<file path="src/rtl/mem_loader_pkg.sv">
// Shared definitions for the host-side memory loader: command bytes and FSM encoding.
package mem_loader_pkg;

  localparam logic [7:0] CMD_LOAD = 8'hA5;
  localparam logic [7:0] CMD_READ = 8'h5A;
  localparam logic [7:0] CMD_RUN  = 8'hC3;

  localparam int BYTE_IDX_W = 2;

  typedef enum logic [2:0] {
    IDLE,
    CNT_LO,
    CNT_HI,
    LD_BYTE,
    LD_WRITE,
    RB_READ,
    RB_WAIT,
    RB_SEND
  } state_e;

  // States in which a host byte may be taken.
  function automatic logic takes_input(input state_e s);
    return (s == IDLE) || (s == CNT_LO) || (s == CNT_HI) || (s == LD_BYTE);
  endfunction

endpackage

</file>
<file path="src/rtl/mem_loader_word_packer.sv">
// Byte<->word shift register: assembles little-endian words from bytes and serialises words back to bytes.
module word_packer
  import mem_loader_pkg::*;
#(
  parameter int BIT_WIDTH = 32
) (
  input  logic                 clk,
  input  logic                 reset,
  input  logic                 clear,
  input  logic                 put,
  input  logic                 load,
  input  logic                 advance,
  input  logic [7:0]           byte_in,
  input  logic [BIT_WIDTH-1:0] word_in,
  output logic [BIT_WIDTH-1:0] merged,
  output logic [7:0]           byte_out,
  output logic                 last
);

  logic [BIT_WIDTH-1:0]  word;
  logic [BYTE_IDX_W-1:0] idx;

  // merged is the word as it will look once byte_in lands at the current index
  always_comb begin
    merged = word;
    merged[{idx, 3'b000} +: 8] = byte_in;
  end

  assign byte_out = word[{idx, 3'b000} +: 8];
  assign last     = (idx == {BYTE_IDX_W{1'b1}});

  always_ff @(posedge clk or negedge reset) begin
    if (!reset) begin
      idx <= '0;
    end else if (clear || load) begin
      idx <= '0;
    end else if (put || advance) begin
      idx <= idx + BYTE_IDX_W'(1);
    end
  end

  always_ff @(posedge clk) begin
    if (load) begin
      word <= word_in;
    end else if (put) begin
      word <= merged;
    end
  end

endmodule

</file>
<file path="src/rtl/mem_loader.sv">
// Host-side initiator for the CPU override memory port: framed LOAD / READBACK / RUN commands from a byte stream.
module mem_loader
  import mem_loader_pkg::*;
#(
  parameter int                   BIT_WIDTH = 32,
  parameter logic [BIT_WIDTH-1:0] ADDR_BASE = '0,
  parameter logic [BIT_WIDTH-1:0] ADDR_INC  = 1,
  parameter int                   RD_LAT    = 2
) (
  input  logic                 clk,
  input  logic                 reset,
  input  logic [7:0]           in_data,
  input  logic                 in_valid,
  output logic                 in_ready,
  output logic [7:0]           out_data,
  output logic                 out_valid,
  input  logic                 out_ready,
  output logic                 override_memwrite,
  output logic                 override_memread,
  output logic [BIT_WIDTH-1:0] override_rwaddr,
  output logic [BIT_WIDTH-1:0] override_rwdata,
  input  logic [BIT_WIDTH-1:0] memdata,
  output logic                 cpu_hold,
  output logic                 busy,
  output logic                 cmd_err
);

  localparam int WAIT_W = $clog2(RD_LAT) + 1;

  state_e               state;
  state_e               nxt;
  logic                 is_read;
  logic [15:0]          cnt;
  logic [15:0]          widx;
  logic [BIT_WIDTH-1:0] next_addr;
  logic [WAIT_W-1:0]    wait_cnt;

  logic accept_in, accept_out, last_word, wait_done, frame_cmd, cmd_accept;
  logic pk_clear, pk_put, pk_load, pk_advance, pk_last;
  logic [BIT_WIDTH-1:0] pk_merged;
  logic [7:0]           pk_byte;

  assign accept_in  = in_valid && in_ready;
  assign accept_out = out_valid && out_ready;
  assign cmd_accept = (state == IDLE) && accept_in;
  assign frame_cmd  = (in_data == CMD_LOAD) || (in_data == CMD_READ);
  assign last_word  = (widx + 16'd1) == cnt;
  assign wait_done  = (wait_cnt == WAIT_W'(RD_LAT - 1));

  assign pk_clear   = cmd_accept;
  assign pk_put     = (state == LD_BYTE) && accept_in;
  assign pk_load    = (state == RB_WAIT) && wait_done;
  assign pk_advance = (state == RB_SEND) && accept_out;

  // out_data is forced to zero whenever no byte is offered so it reads 0 out of reset
  assign out_data = out_valid ? pk_byte : 8'h00;

  word_packer #(
    .BIT_WIDTH(BIT_WIDTH)
  ) u_packer (
    .clk     (clk),
    .reset   (reset),
    .clear   (pk_clear),
    .put     (pk_put),
    .load    (pk_load),
    .advance (pk_advance),
    .byte_in (in_data),
    .word_in (memdata),
    .merged  (pk_merged),
    .byte_out(pk_byte),
    .last    (pk_last)
  );

  always_comb begin
    nxt = state;
    case (state)
      IDLE:     if (accept_in && frame_cmd) nxt = CNT_LO;
      CNT_LO:   if (accept_in) nxt = CNT_HI;
      CNT_HI: begin
        if (accept_in) begin
          if ({in_data, cnt[7:0]} == 16'd0) nxt = IDLE;
          else if (is_read)                 nxt = RB_READ;
          else                              nxt = LD_BYTE;
        end
      end
      LD_BYTE:  if (accept_in && pk_last) nxt = LD_WRITE;
      LD_WRITE: nxt = last_word ? IDLE : LD_BYTE;
      RB_READ:  nxt = RB_WAIT;
      RB_WAIT:  if (wait_done) nxt = RB_SEND;
      RB_SEND:  if (accept_out && pk_last) nxt = last_word ? IDLE : RB_READ;
      default:  nxt = IDLE;
    endcase
  end

  // All outputs are registered from the next state so they line up with the state they describe
  always_ff @(posedge clk or negedge reset) begin
    if (!reset) begin
      state             <= IDLE;
      in_ready          <= 1'b0;
      out_valid         <= 1'b0;
      override_memwrite <= 1'b0;
      override_memread  <= 1'b0;
      override_rwaddr   <= '0;
      override_rwdata   <= '0;
      cpu_hold          <= 1'b1;
      busy              <= 1'b0;
      cmd_err           <= 1'b0;
      is_read           <= 1'b0;
      cnt               <= '0;
      widx              <= '0;
      next_addr         <= ADDR_BASE;
      wait_cnt          <= '0;
    end else begin
      state             <= nxt;
      in_ready          <= takes_input(nxt);
      busy              <= (nxt != IDLE);
      out_valid         <= (nxt == RB_SEND);
      override_memwrite <= (nxt == LD_WRITE);
      override_memread  <= (nxt == RB_READ) || (nxt == RB_WAIT);
      cmd_err           <= cmd_accept && !frame_cmd && (in_data != CMD_RUN);
      wait_cnt          <= (state == RB_WAIT) ? wait_cnt + WAIT_W'(1) : '0;

      if (cmd_accept) begin
        if (frame_cmd) begin
          cpu_hold  <= 1'b1;
          is_read   <= (in_data == CMD_READ);
          widx      <= '0;
          next_addr <= ADDR_BASE;
        end else if (in_data == CMD_RUN) begin
          cpu_hold <= 1'b0;
        end
      end

      if ((state == CNT_LO) && accept_in) cnt[7:0]  <= in_data;
      if ((state == CNT_HI) && accept_in) cnt[15:8] <= in_data;

      if (nxt == LD_WRITE) override_rwdata <= pk_merged;

      // Address is latched on entry to each word's access; wraps modulo 2^BIT_WIDTH
      if ((nxt == LD_WRITE) || ((nxt == RB_READ) && (state != RB_READ))) begin
        override_rwaddr <= next_addr;
        next_addr       <= next_addr + ADDR_INC;
      end

      if ((state == LD_WRITE) || ((state == RB_SEND) && (nxt != RB_SEND))) begin
        widx <= widx + 16'd1;
      end
    end
  end

endmodule

</file>
<file path="config.mk">
export PLATFORM = sky130hd
export DESIGN_NAME = mem_loader
export DESIGN_NICKNAME = d
export VERILOG_FILES = /design/src/rtl/mem_loader_pkg.sv /design/src/rtl/mem_loader_word_packer.sv /design/src/rtl/mem_loader.sv
export SDC_FILE = /design/constraint.sdc
export NUM_CORES = 1
export LEC_CHECK = 0
export ABC_CLOCK_PERIOD_IN_PS = 3200
export CORE_MARGIN = 5
export CORE_UTILIZATION = 40
export DETAILED_ROUTE_END_ITERATION = 10
export PLACE_DENSITY_LB_ADDON = 0.25
export SYNTH_ARGS = -nofsm -noshare
export SYNTH_HDL_FRONTEND = slang
export SYNTH_SLANG_ARGS = --single-unit
</file>
<file path="constraint.sdc">
create_clock -name clk -period 3.2 [get_ports clk]
set_input_delay 0.8 -clock clk [delete_from_list [all_inputs] [get_ports clk]]
set_output_delay 0.8 -clock clk [all_outputs]
set_load 0.01 [all_outputs]
</file>
==> metrics.cfg, run 1 <==
[logic_synthesis]
synth_edf_count = 32
synth_cell_type_count = 71
yosys_register_bits = 175
yosys_warnings = 0
syn_inst = 903
synth_area_mm2 = 0.00915
syn_nets = 955
synthArstFlopShare = 0.817
ys.flop_type = dfrtp_1
syn_area_per_cell_um2 = 10.1
yosysSeqAreaShare = 0.496

[routing]
num_vias = 7524
drc = 0
detail-route-antenna-nets = 0
vias_per_cell = 5.58
first_pass_iters = 5
dr.first_iter.drc_count = 504
drt-total-wl_um = 24400
wl_per_cell_um = 18.1

[floorplanning]
initial_utilization = 0.405
ioPinCount = 123
die_h_um = 161
num_rows = 55
core_mm2 = 0.0226
dieArea_mm2 = 0.0260
die_width_um = 161

[pwr]
combPwrFrac = 0.379
p_sw_mw = 2.99
powerDensity_mw_per_mm2 = 746
leakagePower_nw = 4.96
swShare = 0.341
p_int_mw = 5.77
totalPowerFinal_mw = 8.76
ir_drop_v = 0.000346
pwr-share-seq = 0.362
power_frac_clock = 0.259

[finish]
final_cell_mix = 142 x dfrtp_1, 115 x clkdlybuf4s50_1, 93 x nand2_1
multi_input_area_mm2 = 0.00431
final_common_cell = dfrtp_1
areaGrowthSynthToFinish_pct = 28.4
nNetsFinal = 1103
final-seq-area_mm2 = 0.00454
num-fill-cells = 2060
final_cell_area_mm2 = 0.0117
num_antenna_cells = 0
drive_above_1_share = 0.149

[critical_path]
slowest_stage = clkdlybuf4s50_1
crit_chain = clkdlybuf4s50_1 > and3b_2 > a21oi_1 > a222oi_1 > o21ai_1 > nor4_1 > or2_4 > inv_4 > a32o_2 > a221o_1
cp_max_fo = 9
worst_setup_path_end_kind = flip-flop
cpPeakStageDelay_ns = 0.58
r2r-end = widx[3]$_DFFE_PN0P_
worstRegToRegCells = 10
critPathKind = in2reg
required_ns = 3.51
arrival_ns = 3.48
setup.worst_path.start_class = input port
rrSetupSlack_ns = 0.18
r2r_start = widx[2]$_DFFE_PN0P_

[global_route]
overflow = 0
antenna_found_initial = 0
grt_pass1_vias = 7178
grt_max_degree = 67
grt_first_pass_wirelength_um = 39000
grt.total_usage = 0.186

[cts]
cts_buffers = 17
cts_hold_buf = 0
clockRootBuffer = clkbuf_16
clk_pin_slew_ns = 0.07
clockBufferDepth = 2
htreeDepth = 4
cts_tree = yes
cts_sinks = 175
clock_latency_ns = 0.43

[place]
place_hpwl_um = 17000
gp_congestion = 0.887
dpl_cell_area_mm2 = 0.0110
portBuffers = 122
pre_cts_slack_ns = -0.431

[sta]
min_period_ns = 3.17
fin_ws_ns = 0.0337
tightest_slew_ns = 0.785
fin_crit_sh = 0.989
finalMaxSlewViolations = 0
setup_tns_ns = 0
setup_viol = 0
hold_violations = 0
slew_headroom = 0.473
fin_skew_ns = 0.0130
max_freq_mhz = 316

[flow_run]
cap_violations = 0

[worst_hold_path]
hp-class = in2async

[outcome]
status = complete, no violations

==> Yosys cell counts (all sizes together), types with 19 or more instances <==
| cell | count | area [um2] |
|---|---|---|
| dfrtp | 142 | 3550 |
| nand2 | 94 | 360 |
| a21oi | 73 | 365 |
| nor2 | 72 | 275 |
| o21ai | 50 | 250 |
| mux2 | 49 | 552 |
| buf | 38 | 230 |
| nor2b | 35 | 219 |
| edfxtp | 32 | 961 |
| nor3 | 28 | 140 |
| nand3 | 27 | 145 |
| clkbuf | 23 | 86.3 |
| a221o | 21 | 210 |
| and3 | 19 | 119 |
==> worst max-delay path by stage <==
stage	startpoint	end	slack (ns)	cells after the start
4_1_cts	in_data[0]	next_addr[23]$_DFFE_PN0P_	0.05	12
3_5_place_dp	in_data[0]	next_addr[14]$_DFFE_PN0P_	-0.43	10
3_3_place_gp	in_data[0]	next_addr[14]$_DFFE_PN0P_	-0.38	10
5_1_grt	in_data[0]	widx[3]$_DFFE_PN0P_	-0.06	11
6_report	in_valid	widx[3]$_DFFE_PN0P_	0.03	10
2_1_floorplan	in_data[2]	next_addr[18]$_DFFE_PN0P_	0.28	11
==> stage by stage <==
step / util / hold slack (ns) / cells
3_5_place_dp: 0.486 / 0.423 / 1313
2_1_floorplan: - / 0.408 / 903
5_1_grt: 0.520 / 0.381 / 1349
6_report: 0.520 / 0.335 / 1349
4_1_cts: 0.516 / 0.351 / 1346
3_3_place_gp: 0.486 / 0.419 / 1313
==> metal layers <==
layer	GRT usage	part of all wire	up-vias
met2	0.285	0.46	241
met4	0.0570	0.019	0
li1	-	-	3583
met1	0.272	0.47	3674
met5	0	0	-
met3	0.0304	0.059	26
==> flip-flops by register name (all words and copies together), names as in the netlist, 2 cells and up <==
register	cells
override_rwaddr	32
u_packer.word	32
override_rwdata	32
u_packer.idx	2
next_addr	32
cnt	16
wait_cnt	2
widx	16
state	3
==> cell families after synthesis <==
kind of cell / count (synthesis) / share of synthesized area
AND/OR/NAND/NOR: 355 / 0.199
XOR/XNOR: 23 / 0.0220
buffers and inverters: 76 / 0.0407
flip-flops: 175 / 0.496
adder cells (fa/ha/maj): 8 / 0.0109
multiplexers: 60 / 0.0833
AO/OA/AOI/OAI: 206 / 0.148
==> cell type report <==
cell class | instances | share of cell area
clock inverter | 10 | 0.0113
clock buffer | 22 | 0.0441
tap | 285 | 0.0304
inverter | 15 | 0.00501
multi-input combinational | 653 | 0.367
timing repair buffer | 189 | 0.156
sequential | 175 | 0.387
==> worst max-delay path: cells and delay by family <==
family	cells	cell delay, ns
AO/OA/AOI/OAI	5	1.20
AND/OR/NAND/NOR	3	0.81
buffers and inverters	2	0.65
==> repair_timing <==
item / 4_1_cts / 5_1_grt
gates resized for setup: 0 / 21
cloned: 0 / 1
hold endpoints to repair: 0 / 0
pin swaps: 1 / 7
setup buffers: 1 / 2
setup endpoints to repair: 5 / 80
==> power by group through the flow <==
stage | clock (mW) | sequential (mW) | combinational, mW
after global routing | 2.40 | 3.25 | 3.62
final | 2.27 | 3.17 | 3.32
after detailed placement | 0 | 3.22 | 3.26
after CTS | 2.30 | 3.17 | 3.28
after floorplan | 0 | 3.16 | 1.95
after global placement | 0 | 3.20 | 3.22
Power figures use the tool's default switching activity.
==> run 2: changes to the inputs <==
--- a/config.mk
+++ b/config.mk
@@ -5,7 +5,7 @@
 export SDC_FILE = /design/constraint.sdc
 export NUM_CORES = 1
 export LEC_CHECK = 0
-export ABC_CLOCK_PERIOD_IN_PS = 3200
+export ABC_CLOCK_PERIOD_IN_PS = 2900
 export CORE_MARGIN = 5
 export CORE_UTILIZATION = 40
 export DETAILED_ROUTE_END_ITERATION = 10
==> constraint.sdc (replaced) <==
create_clock -name clk -period 2.9 [get_ports clk]
set_input_delay 0.725 -clock clk [delete_from_list [all_inputs] [get_ports clk]]
set_output_delay 0.725 -clock clk [all_outputs]
set_load 0.01 [all_outputs]
==> metrics.cfg, run 2 (synthesis results as in run 1) <==
[sta]
setup_viol = 0  ; unchanged
min_period_ns = 2.90
slew_headroom = 0.482  ; was 0.473
hold_violations = 0  ; unchanged
fin_crit_sh = 0.999
tightest_slew_ns = 0.765  ; was 0.785 ns
fin_skew_ns = 0.0145  ; was 0.0130 ns
max_freq_mhz = 345
grt_setup_unrepaired = true
finalMaxSlewViolations = 0  ; unchanged
setup_tns_ns = 0  ; unchanged

[routing]
vias_per_cell = 5.54  ; was 5.58
drc = 0  ; unchanged
dr.first_iter.drc_count = 621  ; was 504
num_vias = 7794  ; was 7524
detail-route-antenna-nets = 0  ; unchanged
first_pass_iters = 5  ; unchanged
wl_per_cell_um = 18.0  ; was 18.1 um
drt-total-wl_um = 25300  ; was 24400 um

[critical_path]
setup.worst_path.start_class = flip-flop  ; was input port
crit_chain = ha_4 > xnor2_1 > nand2_1 > nor4_1 > buf_4 > nand4_1 > nor2_2 > a21o_2 > inv_2 > buf_8 > a32o_2 > a221o_1  ; was clkdlybuf4s50_1 > and3b_2 > a21oi_1 > a222oi_1 > o21ai_1 > nor4_1 > or2_4 > inv_4 > a32o_2 > a221o_1
cp_max_fo = 14  ; was 9
cpPeakStageDelay_ns = 0.43  ; was 0.58 ns
arrival_ns = 3.22  ; was 3.48 ns
critPathTopFamily = compound AO/OA/AOI/OAI gates  ; unchanged
required_ns = 3.22  ; was 3.51 ns
critPathBufInv = 3  ; was 2
critPathKind = reg2reg  ; was in2reg
slowest_stage = dfrtp_1  ; was clkdlybuf4s50_1
worst_setup_path_end_kind = flip-flop  ; unchanged

[pwr]
pwr-share-seq = 0.345  ; was 0.362
p_sw_mw = 3.51  ; was 2.99 mW
swShare = 0.353  ; was 0.341
leakagePower_nw = 5.24  ; was 4.96 nW
powerDensity_mw_per_mm2 = 812  ; was 746 mW/mm2
power_frac_clock = 0.227  ; was 0.259
p_int_mw = 6.42  ; was 5.77 mW
ir_drop_v = 0.000390  ; was 0.000346 V
combPwrFrac = 0.428  ; was 0.379

[place]
dp.cells = 1357  ; was 1313
place_hpwl_um = 17600  ; was 17000 um
portBuffers = 122  ; unchanged
dpl_cell_area_mm2 = 0.0113  ; was 0.0110 mm2
gp_congestion = 0.843  ; was 0.887

[cts]
cts_buffers = 17  ; unchanged
cts_hold_buf = 0  ; unchanged
clockRootBuffer = clkbuf_16  ; unchanged
cts_sinks = 175  ; unchanged
clk_pin_slew_ns = 0.08  ; was 0.07 ns
clock_latency_ns = 0.44  ; was 0.43 ns
clockBufferDepth = 2  ; unchanged
cts_tree = yes  ; unchanged
htreeDepth = 4  ; unchanged

[global_route]
grt_first_pass_wirelength_um = 39800  ; was 39000 um
grt.total_usage = 0.192  ; was 0.186
grt_pass1_vias = 7308  ; was 7178
overflow = 0  ; unchanged
grt_max_degree = 67  ; unchanged
antenna_found_initial = 0  ; unchanged

[finish]
num-fill-cells = 1989  ; was 2060
areaGrowthSynthToFinish_pct = 33.5  ; was 28.4%
nNetsFinal = 1161  ; was 1103
final_common_cell = dfrtp_1  ; unchanged
final_cell_area_mm2 = 0.0122  ; was 0.0117 mm2
multi_input_area_mm2 = 0.00439  ; was 0.00431 mm2
final-seq-area_mm2 = 0.00454  ; unchanged
num_antenna_cells = 0  ; unchanged
utilization = 0.541  ; was 0.520
drive_above_1_share = 0.206  ; was 0.149
stdcell_count = 1407  ; was 1349
final_cell_mix = 142 x dfrtp_1, 110 x buf_4, 106 x clkdlybuf4s50_1  ; was 142 x dfrtp_1, 115 x clkdlybuf4s50_1, 93 x nand2_1

[floorplanning]
die_width_um = 161  ; unchanged
ioPinCount = 123  ; unchanged
core_mm2 = 0.0226  ; unchanged
num_rows = 55  ; unchanged
die_h_um = 161  ; unchanged
initial_utilization = 0.405  ; unchanged
dieArea_mm2 = 0.0260  ; unchanged

[flow_run]
cap_violations = 0  ; unchanged

[outcome]
status = complete, no violations  ; unchanged

[worst_hold_path]
hp-class = in2async  ; unchanged

[run 2: metal layers]
layer  vias up  routed length (um)  global-route usage
met5         -                   0                   0
met4         0                 456              0.0535
met3        31                1450              0.0329
met2       228               11700               0.294
met1      3840               11800               0.283
li1       3695                   -                   -
[run 2: final cells by class]
type	count	area share
timing repair buffer	247	0.188
sequential	175	0.372
multi-input combinational	653	0.359
inverter	15	0.00502
tap	285	0.0292
clock inverter	15	0.0124
clock buffer	17	0.0348
[run 2: path summary, 6_finish.rpt]
kind                                  startpoint                         endpoint  slack [ns]  cells after the start
min reg2reg                wait_cnt[0]$_DFF_PN0_            wait_cnt[0]$_DFF_PN0_        0.43                      1
max reg2reg                  widx[1]$_DFFE_PN0P_              widx[3]$_DFFE_PN0P_       0.004                     12
max in group asynchronous                  reset        next_addr[13]$_DFFE_PN0P_        1.97                      2
min in group clk           wait_cnt[0]$_DFF_PN0_            wait_cnt[0]$_DFF_PN0_        0.43                      1
max                          widx[1]$_DFFE_PN0P_              widx[3]$_DFFE_PN0P_       0.004                     12
min                                        reset  override_rwdata[15]$_DFFE_PN0P_        0.23                      1
[run 2: worst reg2reg max path: cells and delay by family (launching register included)]
family                   cells  cell delay [ns]
AO/OA/AOI/OAI                3             0.82
adder cells (fa/ha/maj)      1             0.30
flip-flops                   1             0.43
XOR/XNOR                     1             0.10
buffers and inverters        3             0.42
AND/OR/NAND/NOR              4             0.72
[run 2: per-stage QoR]
stage	hold WS [ns]	worst slack (ns)	power (mW)
finish	0.234	0.00395	9.92
global route	0.258	-0.0816	10.5
CTS	0.240	0.00411	9.80
detailed placement	0.425	-0.603	7.37
global placement	0.418	-0.583	7.29
floorplan	0.408	0.0549	5.63
[run 2: repair_timing]
action                                  4_1_cts  5_1_grt
pin swaps                                    10        7
cloned                                        3        1
gates resized for setup                      28       34
setup buffers                                 6        9
endpoints found under the setup margin       82       96
[run 2: power groups by stage]
stage / clock network (mW) / registers (mW) / logic, mW
6_report: 2.25 / 3.43 / 4.24
5_1_grt: 2.39 / 3.50 / 4.60
4_1_cts: 2.30 / 3.42 / 4.09
3_5_place_dp: 0 / 3.46 / 3.90
3_3_place_gp: 0 / 3.45 / 3.84
2_1_floorplan: 0 / 3.48 / 2.15
